### src/rtl/swervolf_sevenseg.sv
// Four-digit multiplexed seven-segment driver for the Basys3 SweRVolf top level.
// The value is captured into shadow registers once per scan frame, so digits never tear.
module swervolf_sevenseg #(
    parameter int DIGIT_CYCLES = 25000,
    parameter int BLANK_CYCLES = 250
) (
    input  logic        clk,
    input  logic        rst,
    input  logic [15:0] i_value,
    input  logic [3:0]  i_en,
    input  logic [3:0]  i_dp,
    output logic [3:0]  o_an,
    output logic [6:0]  o_seg,
    output logic        o_dp,
    output logic        o_frame
);

    localparam int CW = (DIGIT_CYCLES > 1) ? $clog2(DIGIT_CYCLES) : 1;
    localparam logic [CW-1:0] CNT_MAX   = CW'(DIGIT_CYCLES - 1);
    localparam logic [CW-1:0] BLANK_END = CW'(BLANK_CYCLES);

    logic [CW-1:0] cnt_reg;
    logic [1:0]    idx_reg;
    logic [15:0]   sh_value_reg;
    logic [3:0]    sh_en_reg;
    logic [3:0]    sh_dp_reg;
    logic [3:0]    an_reg;
    logic [6:0]    seg_reg;
    logic          dp_reg;
    logic          frame_reg;

    logic          load;
    logic          blank;
    logic [3:0]    nibble;
    logic [3:0]    an_next;
    logic [6:0]    seg_next;
    logic          dp_next;

    // Active-low gfedcba pattern for one hex nibble.
    function automatic logic [6:0] hex7(input logic [3:0] v);
        case (v)
            4'h0: hex7 = 7'b1000000;
            4'h1: hex7 = 7'b1111001;
            4'h2: hex7 = 7'b0100100;
            4'h3: hex7 = 7'b0110000;
            4'h4: hex7 = 7'b0011001;
            4'h5: hex7 = 7'b0010010;
            4'h6: hex7 = 7'b0000010;
            4'h7: hex7 = 7'b1111000;
            4'h8: hex7 = 7'b0000000;
            4'h9: hex7 = 7'b0010000;
            4'hA: hex7 = 7'b0001000;
            4'hB: hex7 = 7'b0000011;
            4'hC: hex7 = 7'b1000110;
            4'hD: hex7 = 7'b0100001;
            4'hE: hex7 = 7'b0000110;
            default: hex7 = 7'b0001110;
        endcase
    endfunction

    assign load  = (cnt_reg == '0) && (idx_reg == 2'd0);
    assign blank = (cnt_reg < BLANK_END);

    always_comb begin
        nibble   = sh_value_reg[idx_reg*4 +: 4];
        seg_next = hex7(nibble);
        an_next  = 4'hF;
        dp_next  = ~(sh_dp_reg[idx_reg] & sh_en_reg[idx_reg]);
        if (sh_en_reg[idx_reg])
            an_next = ~(4'b0001 << idx_reg);
        // Blanking at slot start keeps anode hand-overs from ghosting.
        if (blank) begin
            an_next  = 4'hF;
            seg_next = 7'h7F;
            dp_next  = 1'b1;
        end
    end

    always_ff @(posedge clk or posedge rst) begin
        if (rst) begin
            cnt_reg <= '0;
            idx_reg <= 2'd0;
        end else if (cnt_reg == CNT_MAX) begin
            cnt_reg <= '0;
            idx_reg <= idx_reg + 2'd1;
        end else begin
            cnt_reg <= cnt_reg + 1'b1;
        end
    end

    always_ff @(posedge clk or posedge rst) begin
        if (rst) begin
            sh_value_reg <= 16'h0000;
            sh_en_reg    <= 4'h0;
            sh_dp_reg    <= 4'h0;
            frame_reg    <= 1'b0;
        end else begin
            frame_reg <= load;
            if (load) begin
                sh_value_reg <= i_value;
                sh_en_reg    <= i_en;
                sh_dp_reg    <= i_dp;
            end
        end
    end

    always_ff @(posedge clk or posedge rst) begin
        if (rst) begin
            an_reg  <= 4'hF;
            seg_reg <= 7'h7F;
            dp_reg  <= 1'b1;
        end else begin
            an_reg  <= an_next;
            seg_reg <= seg_next;
            dp_reg  <= dp_next;
        end
    end

    assign o_an    = an_reg;
    assign o_seg   = seg_reg;
    assign o_dp    = dp_reg;
    assign o_frame = frame_reg;

endmodule

### config.mk
export PLATFORM = sky130hd
export DESIGN_NAME = swervolf_sevenseg
export DESIGN_NICKNAME = d
export VERILOG_FILES = /design/src/rtl/swervolf_sevenseg.sv
export SDC_FILE = /design/constraint.sdc
export NUM_CORES = 1
export LEC_CHECK = 0
export ABC_AREA = 1
export CAP_MARGIN = 0
export CORE_MARGIN = 10
export CORE_UTILIZATION = 53
export DETAILED_ROUTE_END_ITERATION = 7
export PLACE_DENSITY_LB_ADDON = 0.05
export SLEW_MARGIN = 20
export SYNTH_ARGS = -nofsm -noshare
export SYNTH_HDL_FRONTEND = slang
export SYNTH_SLANG_ARGS = --single-unit
### constraint.sdc
create_clock -name clk -period 2.04 [get_ports clk]
set_input_delay 0.408 -clock clk [delete_from_list [all_inputs] [get_ports clk]]
set_output_delay 0.408 -clock clk [all_outputs]
set_load 0.02 [all_outputs]
==> reports/metrics.cfg <==
[status]
status=completed

[clocking]
h-tree-depth=2
post_cts_buffers=0
cts_tree=done
clock-root-buffer=clkbuf_8
clk_latency_ns=0.31
clkTransAtPathRegs_ns=0.10
cts_made_buffers=5
cts_sinks=54
cts_max_path_buffers=2
cts-hold-fix-buffers=0
ctsResizeCount=0

[power]
p_per_area_mw_per_mm2=581.2
p_sw_w=0.0004466
intPower_w=0.001534
power_frac_seq_pct=56.1
clkPwrFrac_pct=36.5
swShare_pct=22.54
peakVddDrop_mv=0.4235
combPwrFrac_pct=7.5
p_leak_nw=1.689

[grt]
grt_first_pass_wirelength_um=10630
grt_overflow=0
grtUsageTotal_pct=14.59
grt_max_degree=55
grt_pass1_vias=2341
grt_antenna_before_repair=0

[yosys]
synth_top_area_share_pct=36.83
yosysMostFrequentCell=nand2_1
synthCells=363
yosysWarningCount=0
synth_commonest_cells=nand2_1 (131), dfrtp_1 (42), nand3_1 (36), nor2_1 (33), inv_1 (27)
yosys.area.top_type=dfrtp_1
synthArstFlopShare_pct=100.0
synthFlopType=dfrtp_1
syn-num-nets=401
syn_area_per_cell_um2=7.862
synth_edf_count=0
ys_ff_latch=54
yosys-top-cells-area=dfrtp_1 (37%), nand2_1 (17%), dfstp_2 (11%), nand3_1 (6.3%), ha_1 (5.3%)
ys_seq_area_share_pct=47.87
synth_area_mm2=0.002854
ys_types=25

[drt]
vias=2334
post_drt_wl_per_cell_um=12.47
viasPerCell=4.924
drc_errors=0
drtAntennaViolNets=0
dr.first_iter.drc_count=114
routed_wl_um=5911
dr.pass1.iters=5

[timing]
rsz0062_at_grt=false
fmax_mhz=541.1
period_share_pct=90.60
tns_ns=0
max_slew_margin_pct=74.57
hold_viol=0
layout_min_cycle_time_ns=1.848
drv_slew=0
tightest_slew_ns=0.3810
skew_ns=0.01030
setup_viol=0

[final_layout]
nets=441
fin_area_mm2=0.003408
drive_gt1_share_pct=13.86
multi_input_area_mm2=0.001285
fillers=457
seq_area_mm2=0.001366
largest_reg_flops=16
antenna_cells=0
area_growth_pct=19.42

[die]
ios=39
rows=26
die_w_um=93.38
die_height_um=93.38
coreArea_mm2=0.005172
start_util_pct=55.18
dieArea_mm2=0.008720

[critical_path]
r2r_start=idx_reg[1]
cpMaxStageDelayCell=clkdlybuf4s50_1
crit_path_max_fanout=1
crit_chain=clkdlybuf4s50_1
crit_buf_inv=1
crit_path_start=o_an[2]
worstPathArrival_ns=1.44
endpoint_kind=output pin
critPathMaxStageDelay_ns=0.60
cp_top_family=buffers and inverters
worstSetupPathType=flip-flop to output pin
required_ns=1.63
start_kind=flip-flop

[placement]
dp_hpwl_um=4354
place_area_mm2=0.003294
portBuffers=38
place.gp.congestion=0.9476

[job]
drv_cap=0

[worst_hold_path]
min_path_type=primary input to async pin

[routing by layer]
metal  share of wire [%]  track usage [%]
met1                  48            19.26
met2                  48            22.91
met3                 3.8            3.997
met4                0.80            3.985
met5                   0                0
[cell usage in the layout, fill, tap and decap left out, drive strengths merged, types with 5 or more instances in the layout]
cell type and instances:
clkbuf 5, clkdlybuf4s50 38, dfrtp 42, dfstp 12, ha 12, inv 36, nand2 145, nand3 37
nand4 7, nor2 40, o21ai 8, xor2 5
[through the flow]
stage | instances | utilization [%] | hold slack (ns) | total power [W] | worst slack [ns]
global route | 474 | 65.89 | 0.4668 | 0.002082 | 0.005535
global placement | 466 | 63.69 | 0.4657 | 0.001277 | 0.3373
detailed placement | 466 | 63.69 | 0.4652 | 0.001280 | 0.1987
floorplan | 363 | - | 0.4435 | 0.001201 | 0.3373
finish | 474 | 65.89 | 0.4466 | 0.001981 | 0.1918
CTS | 474 | 65.89 | 0.4605 | 0.002009 | 0.1767
[cell families (layout without fill, tap and decap cells)]
kind of cell	count (synthesis)	in the layout	share of synthesized area, %
simple gates	234	234	35.82
flops	54	54	47.87
buf+inv	45	86	7.102
compound gates	13	13	2.411
fa+ha+maj	12	12	5.261
xor+xnor	5	5	1.534
[worst register-to-register path: cells and delay by family (launching register included)]
family                     cells  cell delay [ns]
buffers and inverters          2             0.46
DFF                            1             0.55
and+or+nand+nor                5             0.47
adders and majority gates      1             0.23
[worst paths after layout]
kind	to	slack [ns]	cells past startpoint
setup reg to reg	sh_value_reg[12]	0.22	8
min in group clk	cnt_reg[0]	0.49	1
hold / removal	idx_reg[1]	0.45	3
hold reg to reg	cnt_reg[0]	0.49	1
setup / recovery	o_an[2]	0.19	1
max in group asynchronous	o_seg[5]	1.29	3
[power groups by stage]
stage          Clock (W)  Sequential (W)  Combinational [W]
2_1_floorplan          0         0.00112          0.0000764
3_3_place_gp           0         0.00113           0.000146
3_5_place_dp           0         0.00113           0.000149
4_1_cts         0.000748         0.00111           0.000150
5_1_grt         0.000797         0.00111           0.000170
6_report        0.000722         0.00111           0.000148
[final cells by class]
type                       count  share of cell area, %
multi-input combinational    264                  37.70
inverter                      37                  4.112
timing repair buffer          41                  12.19
tap                           70                  2.570
clock buffer                   5                  2.019
sequential                    54                  40.09
clock inverter                 3                  1.322
Note: power is estimated with default switching activity, not from simulation.
